$ cat config.mk
export PLATFORM = sky130hd
export DESIGN_NAME = rle_decoder
export DESIGN_NICKNAME = d
export VERILOG_FILES = /design/src/rtl/rle_pkg.sv /design/src/rtl/rle_sym_classify.sv /design/src/rtl/rle_decoder.sv
export SDC_FILE = /design/constraint.sdc
export NUM_CORES = 1
export LEC_CHECK = 0
export CAP_MARGIN = 20
export CORE_AREA = 2 2 81 83
export DETAILED_ROUTE_END_ITERATION = 8
export DIE_AREA = 0 0 83 85
export GPL_ROUTABILITY_DRIVEN = 0
export PLACE_DENSITY = 0.68
export SETUP_SLACK_MARGIN = 0.05
export SYNTH_ARGS = -nofsm -noshare
export SYNTH_HDL_FRONTEND = slang
export SYNTH_SLANG_ARGS = --single-unit
$ cat constraint.sdc
create_clock -name clk -period 6 [get_ports clk]
set_clock_uncertainty 0.05 [all_clocks]
set_input_delay 1.8 -clock clk [delete_from_list [all_inputs] [get_ports clk]]
set_output_delay 1.8 -clock clk [all_outputs]
set_load 0.1 [all_outputs]
$ cat src/rtl/rle_pkg.sv
// Shared constants and types for the JPEG run-length encoder/decoder pair.
// Symbols are {run[13:10], value[9:0]}; EOB and ZRL are reserved encodings.
package rle_pkg;

  localparam int unsigned RUN_W = 4;
  localparam int unsigned VAL_W = 10;
  localparam int unsigned SYM_W = RUN_W + VAL_W;
  localparam int unsigned IDX_W = 6;  // zig-zag position 0..63
  localparam int unsigned CNT_W = 5;  // zero counter, holds up to ZRL_RUN

  localparam logic [SYM_W-1:0] EOB_SYM = 14'h0000;
  localparam logic [SYM_W-1:0] ZRL_SYM = 14'h3C00;
  localparam int unsigned      ZRL_RUN = 16;

  typedef enum logic [1:0] {
    StIdle,
    StZeros,
    StFill
  } state_e;

  typedef enum logic [1:0] {
    ClsEob,
    ClsZrl,
    ClsVal,
    ClsIll
  } sym_class_e;

endpackage

$ cat src/rtl/rle_sym_classify.sv
// Combinational decode of one RLE symbol.
//   sym_i   : raw symbol {run, value}
//   cls_o   : symbol class (sym_class_e encoding)
//   zeros_o : zeros to emit before the value (run, or ZRL_RUN for ZRL)
//   val_o   : coefficient value field
module rle_sym_classify
  import rle_pkg::*;
(
  input  logic [SYM_W-1:0] sym_i,
  output logic [1:0]       cls_o,
  output logic [CNT_W-1:0] zeros_o,
  output logic [VAL_W-1:0] val_o
);

  always_comb begin
    cls_o   = ClsVal;
    zeros_o = {1'b0, sym_i[SYM_W-1:VAL_W]};
    val_o   = sym_i[VAL_W-1:0];
    if (sym_i == EOB_SYM) begin
      cls_o   = ClsEob;
      zeros_o = '0;
    end else if (sym_i == ZRL_SYM) begin
      cls_o   = ClsZrl;
      zeros_o = CNT_W'(ZRL_RUN);
    end else if (sym_i[VAL_W-1:0] == '0) begin
      // zero value with run 1..14 has no meaning
      cls_o = ClsIll;
    end
  end

endmodule

$ cat src/rtl/rle_decoder.sv
// Run-length decoder: expands (run, value) symbols into one 10-bit coefficient
// per cycle in zig-zag order, 64 per block.
//   clk, reset             : clock, async active-high reset
//   sym_in/valid/ready     : symbol input handshake
//   coef_out/valid/ready   : coefficient output handshake
//   coef_idx, coef_last    : zig-zag position of coef_out, high at index 63
//   err                    : pulse when an illegal or overflowing symbol is accepted
module rle_decoder #(
  parameter int unsigned RUN_W   = 4,
  parameter int unsigned VAL_W   = 10,
  parameter int unsigned BLK_LEN = 64
) (
  input  logic                   clk,
  input  logic                   reset,
  input  logic [RUN_W+VAL_W-1:0] sym_in,
  input  logic                   sym_valid,
  output logic                   sym_ready,
  output logic [VAL_W-1:0]       coef_out,
  output logic                   coef_valid,
  input  logic                   coef_ready,
  output logic [5:0]             coef_idx,
  output logic                   coef_last,
  output logic                   err
);

  import rle_pkg::*;

  localparam logic [IDX_W-1:0] LastIdx = IDX_W'(BLK_LEN - 1);

  state_e             state_q, state_d;
  logic [VAL_W-1:0]   coef_q, coef_d, pend_val_q, pend_val_d;
  logic               valid_q, valid_d, last_q, last_d, pend_q, pend_d;
  logic [IDX_W-1:0]   idx_q, idx_d, pos_q, pos_d;
  logic [CNT_W-1:0]   cnt_q, cnt_d;

  logic [1:0]         cls;
  logic [CNT_W-1:0]   zeros;
  logic [VAL_W-1:0]   val;
  logic               out_free, accept, ovf, load;
  logic [VAL_W-1:0]   load_coef;
  logic [6:0]         need, zl;

  rle_sym_classify u_classify (
    .sym_i  (sym_in),
    .cls_o  (cls),
    .zeros_o(zeros),
    .val_o  (val)
  );

  // pos_q is the index the next loaded coefficient takes; idx_q is the one on the output.
  assign out_free  = !valid_q || coef_ready;
  assign sym_ready = (state_q == StIdle) && out_free;
  assign accept    = sym_valid && sym_ready;
  assign need      = 7'(pos_q) + 7'(zeros) + 7'(val != '0);
  assign ovf       = ((cls == ClsVal) || (cls == ClsZrl)) && (need > 7'(BLK_LEN));
  assign err       = accept && ((cls == ClsIll) || ovf);

  always_comb begin
    state_d    = state_q;
    coef_d     = coef_q;
    valid_d    = valid_q;
    idx_d      = idx_q;
    last_d     = last_q;
    pos_d      = pos_q;
    cnt_d      = cnt_q;
    pend_d     = pend_q;
    pend_val_d = pend_val_q;
    load       = 1'b0;
    load_coef  = '0;
    zl         = '0;

    // a drained slot goes empty unless something is loaded below
    if (out_free) valid_d = 1'b0;

    unique case (state_q)
      StIdle: begin
        if (accept) begin
          unique case (cls)
            ClsVal, ClsZrl: begin
              load = 1'b1;
              if (zeros == '0) begin
                load_coef = val;
              end else begin
                // truncated symbols only fill zeros to the end of the block
                zl         = ovf ? (7'(BLK_LEN) - 7'(pos_q)) : 7'(zeros);
                cnt_d      = CNT_W'(zl - 7'd1);
                pend_d     = !ovf && (val != '0);
                pend_val_d = val;
                if ((cnt_d != '0) || pend_d) state_d = StZeros;
              end
            end
            ClsEob: begin
              load = 1'b1;
              if (pos_q != LastIdx) state_d = StFill;
            end
            default: ;  // illegal: consumed, nothing emitted
          endcase
        end
      end
      StZeros: begin
        if (out_free) begin
          load = 1'b1;
          if (cnt_q != '0) begin
            cnt_d = cnt_q - 1'b1;
            if ((cnt_q == CNT_W'(1)) && !pend_q) state_d = StIdle;
          end else begin
            load_coef = pend_val_q;
            pend_d    = 1'b0;
            state_d   = StIdle;
          end
        end
      end
      StFill: begin
        if (out_free) begin
          load = 1'b1;
          if (pos_q == LastIdx) state_d = StIdle;
        end
      end
      default: state_d = StIdle;
    endcase

    if (load) begin
      coef_d  = load_coef;
      valid_d = 1'b1;
      idx_d   = pos_q;
      last_d  = (pos_q == LastIdx);
      pos_d   = (pos_q == LastIdx) ? '0 : pos_q + 1'b1;
    end
  end

  always_ff @(posedge clk or posedge reset) begin
    if (reset) begin
      state_q    <= StIdle;
      coef_q     <= '0;
      valid_q    <= 1'b0;
      idx_q      <= '0;
      last_q     <= 1'b0;
      pos_q      <= '0;
      cnt_q      <= '0;
      pend_q     <= 1'b0;
      pend_val_q <= '0;
    end else begin
      state_q    <= state_d;
      coef_q     <= coef_d;
      valid_q    <= valid_d;
      idx_q      <= idx_d;
      last_q     <= last_d;
      pos_q      <= pos_d;
      cnt_q      <= cnt_d;
      pend_q     <= pend_d;
      pend_val_q <= pend_val_d;
    end
  end

  assign coef_out   = coef_q;
  assign coef_valid = valid_q;
  assign coef_idx   = idx_q;
  assign coef_last  = last_q;

endmodule
==> results.json <==
{
  "outcome": "complete, but fails checks",
  "failed_checks": "setup timing",
  "cts_max_level": 2,
  "crit_slowest_cell": "fa_2",
  "cts_buffers": 5,
  "fin_crit_sh_pct": 102,
  "synth-xor-area-share_pct": 3.59,
  "detail_route.first_pass.iterations": 4,
  "power.density_nw_per_um2": 473,
  "synth-simple-area-share_pct": 18.8,
  "start_kind": "input pin",
  "dp_cells": 435,
  "rows": 29,
  "drive_gt1_share_pct": 25.0,
  "setup_slack_ps": -110,
  "synthCells": 299,
  "syn-num-nets": 335,
  "ys.flop_type": "dfrtp_1",
  "synth_seq_cells": 42,
  "synth-edff-count": 0,
  "min_period_ps": 6110,
  "leakagePower_nw": 1.60,
  "final_max_slew_viol_count": 0,
  "max_stage_delay_ps": 350,
  "syn_area_per_cell_um2": 8.98,
  "hpwl_um": 5200,
  "max_slew_margin_pct": 34.2,
  "syn_area_um2": 2690,
  "clk_path_buf_depth": 2,
  "track_usage_pct": 20.7,
  "core_area_um2": 6200,
  "wl_per_cell_um": 15.6,
  "hold_violations": 0,
  "crit_buf_inv": 3,
  "die-area_um2": 7060,
  "ir_worst_vdd_v": 0.000285,
  "drc": 0,
  "synth_compound_area_share_pct": 18.6,
  "fmax_mhz": 164,
  "grt_pass1_vias": 2448,
  "finalWirelength_um": 7090,
  "vias": 2518,
  "seq_area_um2": 1050,
  "vias_per_cell": 5.56,
  "seq_area_frac_synth_pct": 39.1,
  "rsz0062_at_grt": "yes",
  "worstPathMaxFanout": 2,
  "clock_sinks": 42,
  "clk_latency_ps": 290,
  "tns_ps": -110,
  "final_nets": 411,
  "boundaryPins": 38,
  "multiInputGateArea_um2": 1600,
  "crit_required_ps": 4150,
  "cp_top_family": "simple AND/OR/NAND/NOR gates",
  "cts-root-buf": "clkbuf_8",
  "synth_top_family_by_area": "simple AND/OR/NAND/NOR gates",
  "synth-adder-area-share_pct": 8.94,
  "synth_async_sr_flop_share_pct": 100,
  "grt_first_pass_wirelength_um": 11900,
  "worst_pin_slew_ps": 985,
  "fin_cells": 453,
  "synth_mux_area_share_pct": 6.05,
  "critPathCaptureType": "output port",
  "arrival_ps": 4260,
  "start_util_pct": 43.3,
  "ys_warn_count": 0,
  "max_cap_violations": 0,
  "postRouteAntennaNets": 0,
  "hold_class": "register to register",
  "cts_hold_buf": 0,
  "syn_to_final_growth_pct": 34.6,
  "path_clk_slew_ps": 80,
  "synth.distinct_cells": 49,
  "die_x_um": 83,
  "cts_tree": "built",
  "path_cells": "buf_6 > nor4_4 > nand3_2 > a21oi_4 > nor2b_2 > fa_2 > inv_2 > fa_2 > and2b_2 > o22ai_4 > xnor2_2 > o31ai_4 > a21oi_4 > buf_12",
  "path_class": "input pin to output port",
  "port_buffers": 37,
  "n_antenna_cell": 0,
  "antenna_found_initial": 0,
  "fill_cells": 554,
  "grt_max_degree": 43,
  "setup_viol": 1,
  "overflow": 0,
  "die_height_um": 85,
  "drtIter0Drc": 85
}
==> cell type report <==
| type | instances | share of cell area [%] |
|---|---|---|
| Sequential cell | 42 | 29.1 |
| Clock inverter | 3 | 0.519 |
| Tap cell | 77 | 2.67 |
| Timing Repair Buffer | 81 | 19.4 |
| Multi-Input combinational cell | 225 | 44.3 |
| Clock buffer | 5 | 1.90 |
| Inverter | 20 | 2.08 |
==> worst reg2reg max path: stages (launching register included) <==
cell and delay, ps:
dfrtp_1 540, fa_2 290, inv_2 40, fa_2 350, and2b_2 260, o22ai_4 70, xnor2_2 160, o31ai_4 310
buf_4 260, mux2i_1 270, buf_4 150, ha_1 150, nand3_1 110, or3_1 380, nor3_2 140, a311oi_2 60
buf_4 170, mux2i_1 160
==> path summary, 6_finish.rpt <==
kind / startpoint / cells past startpoint / to / slack (ps)
setup / recovery: sym_in[1] / 14 / err / -110
hold / removal: coef_idx[2]$_DFFE_PP0P_ / 2 / coef_idx[2]$_DFFE_PP0P_ / 430
setup reg to reg: pos_q[0]$_DFFE_PP0P_ / 17 / state_q[1]$_DFFE_PP0P_ / 2000
hold reg to reg: coef_idx[2]$_DFFE_PP0P_ / 2 / coef_idx[2]$_DFFE_PP0P_ / 430
max in group asynchronous: reset / 3 / pend_q$_DFFE_PP0P_ / 3620
min in group asynchronous: reset / 3 / coef_out[1]$_DFFE_PP0P_ / 1890
==> placed cells by master (no fill, tap or decap), types with 3 or more instances in the layout <==
cell and count:
mux2_2 10, ha_1 16, mux2i_1 5, o31ai_1 4
clkdlybuf4s50_1 21, nor2b_1 5, clkbuf_8 5, buf_6 4
xor2_1 3, nor2_1 13, a31oi_1 3, or3_1 6
nand3_1 8, nand3b_1 3, a22oi_1 10, buf_4 45
dlygate4sd2_1 6, and3_1 4, inv_1 18, o21ai_0 28
xnor2_1 7, a21oi_1 8, nor3_1 3, o21ai_1 4
nand2_1 43, dfrtp_1 42
==> cell families (layout without fill, tap and decap cells) <==
group / Yosys count / after routing
simple gates: 104 / 104
compound gates: 77 / 77
flops: 42 / 42
buf+inv: 32 / 109
fa+ha+maj: 18 / 18
mux: 15 / 15
xor+xnor: 11 / 11
==> synth_stat cells, types with 2 or more instances <==
cell type  instances  share of area (%)
nand2_1           44                6.1
dfrtp_1           42                 39
o21ai_0           29                5.4
inv_1             19                2.7
ha_1              16                7.5
nor2_1            14                2.0
a21oi_1           12                2.2
a22oi_1           10                2.8
mux2_2            10                4.2
nand3_1            9                1.7
xnor2_1            8                2.6
clkbuf_1           7               0.98
nor2b_1            6                1.4
or3_1              6                1.4
mux2i_1            5                1.9
and3_1             4               0.93
buf_2              4               0.75
nor4_1             4               0.93
o31ai_1            4                1.1
a31oi_1            3               0.70
nand3b_1           3               0.84
nor3_1             3               0.56
o21ai_1            3               0.56
xor2_1             3               0.98
a211oi_1           2               0.56
a21o_1             2               0.56
fa_1               2                1.5
nand2b_1           2               0.47
nand4_1            2               0.47
nor3b_1            2               0.56
==> stage by stage <==
stage / power, W / cell area (µm²) / utilization, % / hold slack, ps / setup slack [ps]
finish: 0.00171 / 3610 / 58.3 / 429 / -110
global route: 0.00183 / 3610 / 58.3 / 458 / -237
CTS: 0.00169 / 3560 / 57.5 / 433 / -50.1
detailed placement: 0.00149 / 3430 / 55.3 / 411 / -471
global placement: 0.00147 / 3430 / 55.3 / 410 / -416
floorplan: 0.00123 / 2760 / - / 412 / -285
==> sequential cells by signal, indices dropped and copies added (netlist names) <==
name,cells
coef_valid,1
pos_q,6
pend_val_q,10
coef_out,10
state_q,2
coef_idx,6
coef_last,1
cnt_q,5
pend_q,1
==> per-layer routing <==
layer	wire length, µm	GRT usage (%)	up-vias	share of wire (%)
met3	288	2.82	16	4.1
met4	221	7.60	0	3.1
met2	3420	35.0	83	48
li1	-	-	1210	-
met1	3160	27.4	1209	45
met5	0	0	-	0
==> power breakdown <==
part	total [W]	switching (W)	internal [W]
clock	0.000186	0.000104	0.0000821
sequential	0.000504	0.000114	0.000390
combinational	0.00102	0.000660	0.000361
==> timing repair <==
| item | CTS | global route |
|---|---|---|
| pin swaps | 14 | 10 |
| setup buffers | 6 | 5 |
| gates resized for setup | 46 | 10 |
| setup endpoints to repair | 4 | 4 |
Note: power is estimated with default switching activity, not from simulation.
==> patch, RTL diff (same settings) <==
Register the output `err`, cleared by the reset; this adds one clock of latency there. The other outputs are not delayed to match.
--- a/src/rtl/rle_decoder.sv
+++ b/src/rtl/rle_decoder.sv
@@ -53,7 +53,13 @@
   assign accept    = sym_valid && sym_ready;
   assign need      = 7'(pos_q) + 7'(zeros) + 7'(val != '0);
   assign ovf       = ((cls == ClsVal) || (cls == ClsZrl)) && (need > 7'(BLK_LEN));
-  assign err       = accept && ((cls == ClsIll) || ovf);
+  always_ff @(posedge clk or posedge reset) begin
+    if (reset) begin
+      err <= '0;
+    end else begin
+      err <= accept && ((cls == ClsIll) || ovf);
+    end
+  end
 
   always_comb begin
     state_d    = state_q;
Behaviour: not the same (a bounded check fails within 4 cycles, from zero or initial values and one cycle with reset high).
==> patch against the original RTL <==
- worst setup slack gained 0.38 ns
- cell count fell by 3.8%
- core utilization shrank 1.5 points
- die area unchanged
- routed wire length is 4.0% lower
- via count down 5.6%
- critical path depth rose by 9
- synthesized area rose by 1.9%
- sequential cell count grew 1
- global-route usage decreased by 1.5 points
- total power shrank 5.6%
- final area decreased by 2.5%
- sequential share of layout area rose by 1.5 points
- count of clock-buffer cells in the layout is the same
==> patch: results <==
run_status:
  status: "finished, final reports clean"
grt:
  grt_pass1_wl_mm: 11.0
  grt_pass1_vias: 2324
  grtUsageTotal: 0.192
  grt_max_degree: 44
  antenna_found_initial: 0
synthesis:
  syn_nets: 340
  async_flop_share: 1.00
  ys_top_cells_by_area: "dfrtp_1 (39%), ha_1 (7.3%), nand2_1 (6.4%)"
  ys_seq_area_frac: 0.393
  synth.avg_cell_area_sq_um: 9.00
  synth_commonest_cells: "nand2_1 (47), dfrtp_1 (43), o21ai_0 (29), inv_1 (18), ha_1 (16)"
  synth_cell_types: 50
worst_setup_path:
  r2r_cells: 16
  cpLargestDelayFamily: "simple AND/OR/NAND/NOR gates"
  crit_start: "sym_in[9]"
  regToRegSetupSlack_ns: 2.30
  arrival_ns: 5.90
  endpoint: "state_q[1]"
  cp_max_fo: 5
  slowest_stage: "clkdlybuf4s50_1"
  slowest_delay_ns: 0.45
power_and_ir_drop:
  p_seq_uw: 500
  powerClk_uw: 228
  irDropWorstVdd_v: 0.000330
  p_leak_nw: 1.53
  p_int_uw: 828
cells_and_area:
  nFillCells: 576
  nets: 395
  diodes: 0
  final_layout_size_suffix_gt1_frac: 0.181
  finalNonFillerCells: 436
placement:
  hpwl_mm: 4.94
  place_area_sq_mm: 0.00334
  dp.cells: 429
clock_tree:
  htree_levels: 2
  cts-root-buf: "clkbuf_8"
  cts_resized: 0
  cts_buffers: 5
  clkTransAtPathRegs_ns: 0.09
  cts_setup_buffers: 0
sta:
  hold_viol: 0
  tightest_slew_ns: 0.980
detailed_routing:
  post_drt_wl_per_cell_um: 15.6
  drtPass1Iterations: 4
  viasPerCell: 5.45
  first_iter_violations: 170
flow_run:
  drv_cap: 0
patch: area by class of cell:
class / instances / area [sq um] / share of cell area
clock inverters: 2 / 37.5 / 0.0107
multi-input cells: 227 / 1600 / 0.455
flip-flops and latches: 43 / 1080 / 0.305
inverters: 19 / 71.3 / 0.0202
well taps: 77 / 96.3 / 0.0273
clock buffers: 5 / 68.8 / 0.0195
repair buffers: 63 / 569 / 0.162
patch: worst min path at each step:
stage | slack, ns | endpoint | start | cells after the start
after global placement | 0.41 | coef_idx[4] | coef_idx[4] | 2
after floorplan | 0.42 | cnt_q[1] | cnt_q[1] | 2
after detailed placement | 0.42 | coef_idx[4] | coef_idx[4] | 2
after global routing | 0.47 | pend_val_q[7] | pend_val_q[7] | 1
final | 0.43 | coef_idx[2] | coef_idx[2] | 2
after CTS | 0.44 | coef_idx[5] | coef_idx[5] | 2
patch: metal layers:
metal  track usage  wire, um  vias to the layer above
li1              -         -                     1177
met1         0.258      3260                     1139
met2         0.326      3300                       55
met3        0.0282       201                        5
met4        0.0522        50                        0
met5             0         0                        -
patch: cells by family (layout without fill, tap and decap cells):
group           after synthesis  count (layout)  synth area share
buf+inv                      34              89            0.0480
xor+xnor                     10              10            0.0320
simple gates                104             104             0.183
mux                          16              16            0.0640
flops                        43              43             0.393
fa+ha+maj                    18              18            0.0878
compound gates               79              79             0.192
patch: stage by stage:
stage | power, mW | setup WS (ns)
after floorplan | 1.15 | 0.383
after global placement | 1.35 | -0.0296
after detailed placement | 1.37 | -0.183
after CTS | 1.60 | 0.115
after global routing | 1.72 | 0.0341
final | 1.61 | 0.273
